### config.mk
export PLATFORM = sky130hd
export DESIGN_NAME = ahb_grant_controller
export DESIGN_NICKNAME = d
export VERILOG_FILES = /design/src/rtl/ahb_pkg.sv /design/src/rtl/ahb_burst_counter.sv /design/src/rtl/ahb_grant_controller.sv
export SDC_FILE = /design/constraint.sdc
export NUM_CORES = 1
export LEC_CHECK = 0
export CAP_MARGIN = 15
export CORE_MARGIN = 2
export CORE_UTILIZATION = 47
export DETAILED_ROUTE_END_ITERATION = 16
export GPL_TIMING_DRIVEN = 0
export PLACE_DENSITY_LB_ADDON = 0.25
export SETUP_SLACK_MARGIN = 0.1
export SYNTH_ARGS = -nofsm -noshare
export SYNTH_HDL_FRONTEND = slang
export SYNTH_SLANG_ARGS = --single-unit
### constraint.sdc
create_clock -name HCLK -period 3.24 [get_ports HCLK]
set_input_delay 0.648 -clock HCLK [delete_from_list [all_inputs] [get_ports HCLK]]
set_output_delay 0.648 -clock HCLK [all_outputs]
set_load 0.05 [all_outputs]
### src/rtl/ahb_pkg.sv
// AHB transfer/burst encodings and burst-length helper shared by the grant stage.
package ahb_pkg;

  typedef enum logic [1:0] {
    HTRANS_IDLE   = 2'd0,
    HTRANS_BUSY   = 2'd1,
    HTRANS_NONSEQ = 2'd2,
    HTRANS_SEQ    = 2'd3
  } htrans_e;

  typedef enum logic [2:0] {
    HBURST_SINGLE = 3'd0,
    HBURST_INCR   = 3'd1,
    HBURST_WRAP4  = 3'd2,
    HBURST_INCR4  = 3'd3,
    HBURST_WRAP8  = 3'd4,
    HBURST_INCR8  = 3'd5,
    HBURST_WRAP16 = 3'd6,
    HBURST_INCR16 = 3'd7
  } hburst_e;

  // Undefined-length INCR counts as a single beat: it never holds the bus.
  function automatic logic [4:0] beat_len(input logic [2:0] burst);
    case (hburst_e'(burst))
      HBURST_WRAP4, HBURST_INCR4:   beat_len = 5'd4;
      HBURST_WRAP8, HBURST_INCR8:   beat_len = 5'd8;
      HBURST_WRAP16, HBURST_INCR16: beat_len = 5'd16;
      default:                      beat_len = 5'd1;
    endcase
  endfunction

endpackage

### src/rtl/ahb_burst_counter.sv
// Tracks remaining beats of a fixed-length burst and flags when the bus must not move.
module ahb_burst_counter
  import ahb_pkg::*;
(
  input  logic       clk,
  input  logic       rst_n,
  input  logic       hready,
  input  logic [1:0] htrans,
  input  logic [2:0] hburst,
  output logic       burst_hold
);

  logic [4:0] beat_cnt_q;
  logic [4:0] beat_cnt_d;

  always_comb begin
    beat_cnt_d = beat_cnt_q;
    if (hready) begin
      case (htrans_e'(htrans))
        HTRANS_NONSEQ: beat_cnt_d = beat_len(hburst) - 5'd1;
        HTRANS_SEQ:    if (beat_cnt_q != '0) beat_cnt_d = beat_cnt_q - 5'd1;
        HTRANS_IDLE:   beat_cnt_d = '0;
        default:       beat_cnt_d = beat_cnt_q;
      endcase
    end
  end

  // A NONSEQ that starts a multi-beat burst holds the bus in its own cycle,
  // before the counter has been loaded.
  always_comb begin
    burst_hold = (beat_cnt_q != '0) |
                 (hready & (htrans == HTRANS_NONSEQ) & (beat_len(hburst) > 5'd1));
  end

  always_ff @(posedge clk) begin
    if (!rst_n) begin
      beat_cnt_q <= '0;
    end else begin
      beat_cnt_q <= beat_cnt_d;
    end
  end

endmodule

### src/rtl/ahb_grant_controller.sv
// Sequential grant stage of the AHB arbiter: owner, HGRANT, HMASTER and HMASTLOCK registers.
module ahb_grant_controller
  import ahb_pkg::*;
#(
  parameter int N              = 4,
  parameter int DEFAULT_MASTER = 0
) (
  input  logic                 HCLK,
  input  logic                 HRESETn,
  input  logic [N-1:0]         HBUSREQ,
  input  logic [N-1:0]         HLOCK,
  input  logic                 HREADY,
  input  logic [1:0]           HTRANS,
  input  logic [2:0]           HBURST,
  output logic [N-1:0]         arb_requests,
  input  logic [$clog2(N)-1:0] arb_grant_idx,
  input  logic                 arb_grant_valid,
  output logic [N-1:0]         HGRANT,
  output logic [$clog2(N)-1:0] HMASTER,
  output logic                 HMASTLOCK
);

  localparam int LOGN = $clog2(N);
  localparam logic [LOGN-1:0] PARK_IDX   = LOGN'(DEFAULT_MASTER);
  localparam logic [N-1:0]    PARK_GRANT = N'(1) << DEFAULT_MASTER;

  logic [LOGN-1:0] owner_q, owner_d;
  logic [N-1:0]    grant_q, grant_d;
  logic [LOGN-1:0] master_q, master_d;
  logic            mastlock_q, mastlock_d;
  logic            burst_hold;
  logic            lock_hold;
  logic            rearb;

  assign arb_requests = HBUSREQ;

  ahb_burst_counter u_burst_counter (
    .clk        (HCLK),
    .rst_n      (HRESETn),
    .hready     (HREADY),
    .htrans     (HTRANS),
    .hburst     (HBURST),
    .burst_hold (burst_hold)
  );

  always_comb begin
    lock_hold = HLOCK[owner_q];
    rearb     = HREADY & ~burst_hold & ~lock_hold;

    owner_d = owner_q;
    if (rearb) begin
      owner_d = arb_grant_valid ? arb_grant_idx : PARK_IDX;
    end

    // Grant register mirrors the next owner so HGRANT is onehot(owner_q) after the edge.
    grant_d          = '0;
    grant_d[owner_d] = 1'b1;

    master_d   = master_q;
    mastlock_d = mastlock_q;
    if (HREADY) begin
      master_d   = owner_q;
      mastlock_d = HLOCK[owner_q];
    end
  end

  always_ff @(posedge HCLK) begin
    if (!HRESETn) begin
      owner_q    <= PARK_IDX;
      grant_q    <= PARK_GRANT;
      master_q   <= PARK_IDX;
      mastlock_q <= 1'b0;
    end else begin
      owner_q    <= owner_d;
      grant_q    <= grant_d;
      master_q   <= master_d;
      mastlock_q <= mastlock_d;
    end
  end

  assign HGRANT    = grant_q;
  assign HMASTER   = master_q;
  assign HMASTLOCK = mastlock_q;

endmodule

==> results of run 1 <==
cell usage in the layout, fill, tap and decap left out, types with 2 or more instances in the layout:
| master | Yosys | routed |
|---|---|---|
| buf_4 | 5 | 5 |
| dfxtp_1 | 14 | 14 |
| clkdlybuf4s50_1 | 0 | 23 |
| mux2i_1 | 6 | 6 |
| mux2_4 | 3 | 3 |
| inv_1 | 7 | 7 |
| o21ai_0 | 4 | 4 |
| and4b_1 | 2 | 2 |
| a211oi_1 | 2 | 2 |
| a2111oi_0 | 2 | 2 |
| nor3b_1 | 2 | 2 |
| clkbuf_4 | 0 | 3 |
| a221oi_1 | 3 | 3 |
| and3b_1 | 2 | 2 |
| nor2b_1 | 2 | 2 |
| nor2_1 | 7 | 7 |
| ha_1 | 5 | 5 |
| nand3_1 | 3 | 3 |
| nand2_1 | 4 | 4 |
final timing paths:
check / startpoint / to / slack, ns / depth (start not counted)
worst min register to register: HMASTER[0] / HMASTER[0] / 0.51 / 2
worst max-delay path: HTRANS[0] / u_burst_counter.beat_cnt_q[1] / 1.07 / 6
worst min-delay path: HMASTER[0] / HMASTER[0] / 0.51 / 2
worst max register to register: u_burst_counter.beat_cnt_q[0] / HGRANT[2] / 1.40 / 6
final cells by class:
cell class / instances / share of cell area, %
clock buffer: 4 / 3.13
buffer: 7 / 4.64
timing repair buffer: 23 / 19.8
sequential: 14 / 24.2
multi-input combinational: 61 / 43.3
tap: 25 / 2.70
inverter: 7 / 2.27
metal layers:
layer  wire [um]  GRT usage (%)  vias to the layer above
met5           0              0                        -
met4          46           11.7                        0
met3         141           3.85                        7
met2         887           32.3                       42
met1         845           23.5                      362
li1            -              -                      378
cells by family after synthesis:
group,Yosys count,share of synthesized area [%]
simple gates,29,21.6
compound gates,17,14.5
buf+inv,14,9.29
flops,14,32.5
mux,10,14.8
fa+ha+maj,5,7.26
power by group through the flow:
stage / clock network (mW) / registers (mW) / logic [mW]
6_report: 0.128 / 0.188 / 0.120
5_1_grt: 0.139 / 0.189 / 0.129
4_1_cts: 0.131 / 0.188 / 0.119
3_5_place_dp: 0 / 0.192 / 0.118
3_3_place_gp: 0 / 0.191 / 0.115
2_1_floorplan: 0 / 0.198 / 0.0708
state kept, by name (all words and copies together) (netlist names):
register                    flops
u_burst_counter.beat_cnt_q      5
owner_q                         2
HMASTLOCK                       1
HMASTER                         2
HGRANT                          4
through the flow:
stage	area (um2)	hold slack (ns)
floorplan	862	0.496
global placement	1120	0.480
detailed placement	1120	0.498
CTS	1160	0.522
global route	1160	0.561
finish	1160	0.512
worst min-delay path, delay by kind of cell, from the launching register on:
| family | cells | cell delay (ns) |
|---|---|---|
| AND/OR/NAND/NOR | 1 | 0.07 |
| multiplexers | 1 | 0.07 |
| flip-flops | 1 | 0.34 |
==> results.yml, run 1 <==
timing:
  period_needed_ns: 2.17
  clock_skew_ns: 0.0101
  setup_violations: 0
  finalHoldViolCount: 0
  grt_setup_unrepaired: "false"
  fmax_mhz: 461
  tns_ns: 0
  tightest_slew_ns: 0.495
  drv_slew: 0
  slew_headroom_pct: 66.9
  finalCritPeriodShare_pct: 67.0
  setup_ws_ns: 1.07
place:
  dp_cells: 137
  io_buffers: 23
  pre_cts_ws_ns: 0.803
  hpwl_mm: 1.41
  gp_congestion: 0.794
finish:
  antenna_cells: 0
  drive_gt1_share_pct: 14.7
  area_delta_synth_final_pct: 34.5
  utilization_pct: 67.2
  seq_area_um2: 280
  fillers: 153
  final_nets: 141
  multiInputGateArea_um2: 502
  finalNonFillerCells: 141
logic_synthesis:
  seq_area_frac_synth_pct: 32.5
  synth-edff-count: 0
  synth_top_area_share_pct: 32.5
  yosys_warnings: 0
  synth.distinct_cells: 33
  synth.most_common_cell: "dfxtp_1"
  synth_async_sr_flop_share_pct: 0
  synth_nets: 113
  synth_top_area_cell: "dfxtp_1"
  ys_ff_latch: 14
  syn_area_per_cell_um2: 9.69
  synthTopCellsByCount: "dfxtp_1 (14), inv_1 (7), nor2_1 (7)"
  ys.flop_type: "dfxtp_1"
  synth_cells: 89
  netlist_area_um2: 862
  synthTopCellsByArea: "dfxtp_1 (33%), ha_1 (7.3%), mux2i_1 (7.0%)"
cts:
  clk_pin_slew_ns: 0.09
  clock_latency_ns: 0.28
  cts_root_buf: "clkbuf_4"
  cts_inserted_buffers: 3
  cts_sinks: 14
  cts_tree: "done"
  cts_buffer_depth: 2
  cts_setup_buffers: 0
  cts_resized: 0
  htreeDepth: 1
  postCtsHoldBufs: 0
drt:
  vias_per_cell: 5.60
  drc_errors: 0
  vias: 789
  drt_wl_total_mm: 1.92
  firstDrtPassIters: 4
  post_drt_wl_per_cell_um: 13.6
  postRouteAntennaNets: 0
  first_iter_violations: 18
power:
  power.density_nw_per_um2: 376
  finalPower_mw: 0.436
  p_int_mw: 0.307
  peakVddDrop_uv: 206
  pwr-share-seq_pct: 43.1
  pwr-share-comb_pct: 27.5
  switchingPower_mw: 0.129
  swShare_pct: 29.7
  p_leak_nw: 0.476
  p_clk_share_pct: 29.4
grt:
  grt_util_all_layers_pct: 19.6
  grt_max_degree: 11
  grt_pass1_vias: 708
  overflow: 0
  grt_pass1_wl_mm: 2.97
  antenna_found_initial: 0
critical_path:
  crit_type: "input pin to flop"
  required_ns: 3.40
  start_kind: "input pin"
  max_stage_delay_ns: 0.52
  worstPathMaxFanout: 7
  arrival_ns: 2.33
  crit_slowest_cell: "clkdlybuf4s50_1"
  path_buf_inv: 2
  crit_chain: "clkdlybuf4s50_1 > inv_1 > ha_1 > o21ba_2 > a2111oi_0 > a211oi_1"
  worst_setup_path_end_kind: "flop"
  cp_top_family: "compound AO/OA/AOI/OAI gates"
floorplanning:
  row_count: 15
  start_util_pct: 49.9
  die_h_um: 46.8
  die_area_um2: 2190
  die_w_um: 46.8
  design.core.area_um2: 1730
  ios: 30
status:
  outcome: "complete, no violations"
min_path:
  worstHoldPathType: "flop to flop"
run:
  drv_cap: 0
Note: power is estimated with default switching activity, not from simulation.
==> run 2: changes to the inputs <==
--- a/config.mk
+++ b/config.mk
@@ -7,7 +7,7 @@
 export LEC_CHECK = 0
 export CAP_MARGIN = 15
 export CORE_MARGIN = 2
-export CORE_UTILIZATION = 47
+export CORE_UTILIZATION = 39
 export DETAILED_ROUTE_END_ITERATION = 16
 export GPL_TIMING_DRIVEN = 0
 export PLACE_DENSITY_LB_ADDON = 0.25
==> constraint.sdc (replaced) <==
create_clock -name HCLK -period 1.8 [get_ports HCLK]
set_input_delay 0.36 -clock HCLK [delete_from_list [all_inputs] [get_ports HCLK]]
set_output_delay 0.36 -clock HCLK [all_outputs]
set_load 0.05 [all_outputs]
==> run 2 against run 1 <==
  * Worst hold slack lost 0.057 ns
  * Sequential share of layout area shrank 1.2 points
  * Non-clock buffer count grew 5
  * Global-route usage shrank 3.7 points
  * Final cell count grew 5.7%
  * Cell area grew 6.5%
  * Core utilization shrank 9.7 points
  * Routed wire length shrank 2.0%
  * Setup slack lost 0.94 ns
==> results.yml, run 2 (synthesis gave the netlist of run 1 again) <==
grt:
  antenna_found_initial: 0
  grt_pass1_wl_mm: 3.08
  overflow: 0
  grt_pass1_vias: 711
  grt_max_degree: 11
  grt_util_all_layers_pct: 15.9
floorplanning:
  die_area_um2: 2600
  ios: 30
  start_util_pct: 40.1
  row_count: 17
  die_h_um: 51.0
  die_w_um: 51.0
  design.core.area_um2: 2150
timing:
  setup_ws_ns: 0.125
  period_needed_ns: 1.67
  tns_ns: 0
  slew_headroom_pct: 66.8
  finalHoldViolCount: 0
  fmax_mhz: 597
  finalCritPeriodShare_pct: 93.0
  drv_slew: 0
  grt_setup_unrepaired: "true"
  tightest_slew_ns: 0.497
  clock_skew_ns: 0.00332
  setup_violations: 0
critical_path:
  crit_type: "flop to flop"
  arrival_ns: 1.85
  setup.worst_path.start: "owner_q[0]"
  start_kind: "flop"
  required_ns: 1.97
  r2r_end: "HGRANT[1]"
  reg2reg_depth: 4
  worstPathMaxFanout: 5
  worst_setup_path_end_kind: "flop"
  r2r-start: "owner_q[0]"
  rrSetupSlack_ns: 0.13
  critPathCapture: "HGRANT[1]"
drt:
  vias: 764
  firstDrtPassIters: 3
  drt_wl_total_mm: 1.88
  post_drt_wl_per_cell_um: 12.6
  vias_per_cell: 5.13
  first_iter_violations: 7
  postRouteAntennaNets: 0
  drc_errors: 0
power:
  p_int_mw: 0.564
  pwr-share-seq_pct: 41.8
  pwr-share-comb_pct: 30.0
  swShare_pct: 29.7
  finalPower_mw: 0.803
  p_leak_nw: 0.544
  switchingPower_mw: 0.238
  peakVddDrop_uv: 619
  power.density_nw_per_um2: 650
  p_clk_share_pct: 28.1
finish:
  finalNonFillerCells: 149
  fin_area_um2: 1230
  top_register: "u_burst_counter.beat_cnt_q"
  final_common_cell: "dfxtp_1"
  final_nets: 146
  drive_gt1_share_pct: 23.1
  layout_common_cells: "dfxtp_1 (13), dlygate4sd2_1 (12), clkdlybuf4s50_1 (11)"
  fillers: 205
  antenna_cells: 0
  area_delta_synth_final_pct: 43.3
  largest_reg_flops: 5
place:
  dp_cells: 140
  hpwl_mm: 1.39
  io_buffers: 23
  pre_cts_ws_ns: -0.289
  dpl-instance-area_um2: 1130
  gp_congestion: 0.847
status:
  outcome: "complete, no violations"
cts:
  postCtsHoldBufs: 0
  clock_latency_ns: 0.28
  cts_root_buf: "clkbuf_4"
  cts_buffer_depth: 2
  cts_sinks: 14
  cts_inserted_buffers: 3
  htreeDepth: 1
  cts_tree: "done"
  clk_pin_slew_ns: 0.08
run:
  drv_cap: 0
min_path:
  worstHoldPathType: "input pin to flop"
## run 2: changes by cell type in the layout (fill, tap and decap cells not counted), sizes merged
cell,change
dlygate4sd2,+12
buf,+5
clkdlybuf4s50,-12
## run 2: routing by layer
layer	up-vias	routed length, um	track usage (%)	share of wire (%)
li1	384	-	-	-
met1	358	826	18.5	44
met2	20	937	27.1	50
met3	2	101	5.56	5.4
met4	0	17	5.41	0.90
met5	-	0	0	0
## run 2: what timing repair did
action                                  CTS  global route
resized for setup                        14             9
cloned                                    0             0
setup buffers                             5             0
endpoints found under the setup margin   14             9
pin swaps                                 1             0
## run 2: worst max-delay path: stages, from the launching register on
cell	delay, ns
dfxtp_4	0.36
mux4_2	0.50
and4b_1	0.28
buf_6	0.13
mux2_4	0.30
## run 2: layout make-up
cell class	instances	area (um2)	area share, %
multi-input cells	61	543	44.0
clock buffers	4	36.3	2.94
flip-flops and latches	14	284	23.0
plain buffers	7	53.8	4.36
well taps	28	35.0	2.84
inverters	7	26.3	2.13
repair buffers	28	256	20.8
## run 2: worst min-delay path by stage
| stage | from | end | slack [ns] | depth (start not counted) |
|---|---|---|---|---|
| 2_1_floorplan | owner_q[0] | HGRANT[3] | 0.49 | 2 |
| 3_5_place_dp | HMASTLOCK | HMASTLOCK | 0.49 | 2 |
| 4_1_cts | HREADY | HMASTLOCK | 0.43 | 3 |
| 3_3_place_gp | HMASTER[1] | HMASTER[1] | 0.48 | 2 |
| 6_report | HREADY | HMASTLOCK | 0.46 | 3 |
| 5_1_grt | HREADY | HMASTLOCK | 0.51 | 3 |
## run 2: through the flow
| stage | hold WS [ns] | utilization (%) |
|---|---|---|
| 5_1_grt | 0.507 | 57.5 |
| 4_1_cts | 0.432 | 55.4 |
| 3_5_place_dp | 0.492 | 52.5 |
| 3_3_place_gp | 0.482 | 52.5 |
| 2_1_floorplan | 0.490 | - |
| 6_report | 0.456 | 57.5 |
## run 2: power groups by stage
stage | Combinational [mW] | Clock (mW) | Sequential, mW
3_3_place_gp | 0.208 | 0 | 0.344
6_report | 0.241 | 0.226 | 0.336
2_1_floorplan | 0.128 | 0 | 0.357
3_5_place_dp | 0.210 | 0 | 0.345
5_1_grt | 0.261 | 0.241 | 0.338
4_1_cts | 0.221 | 0.230 | 0.336
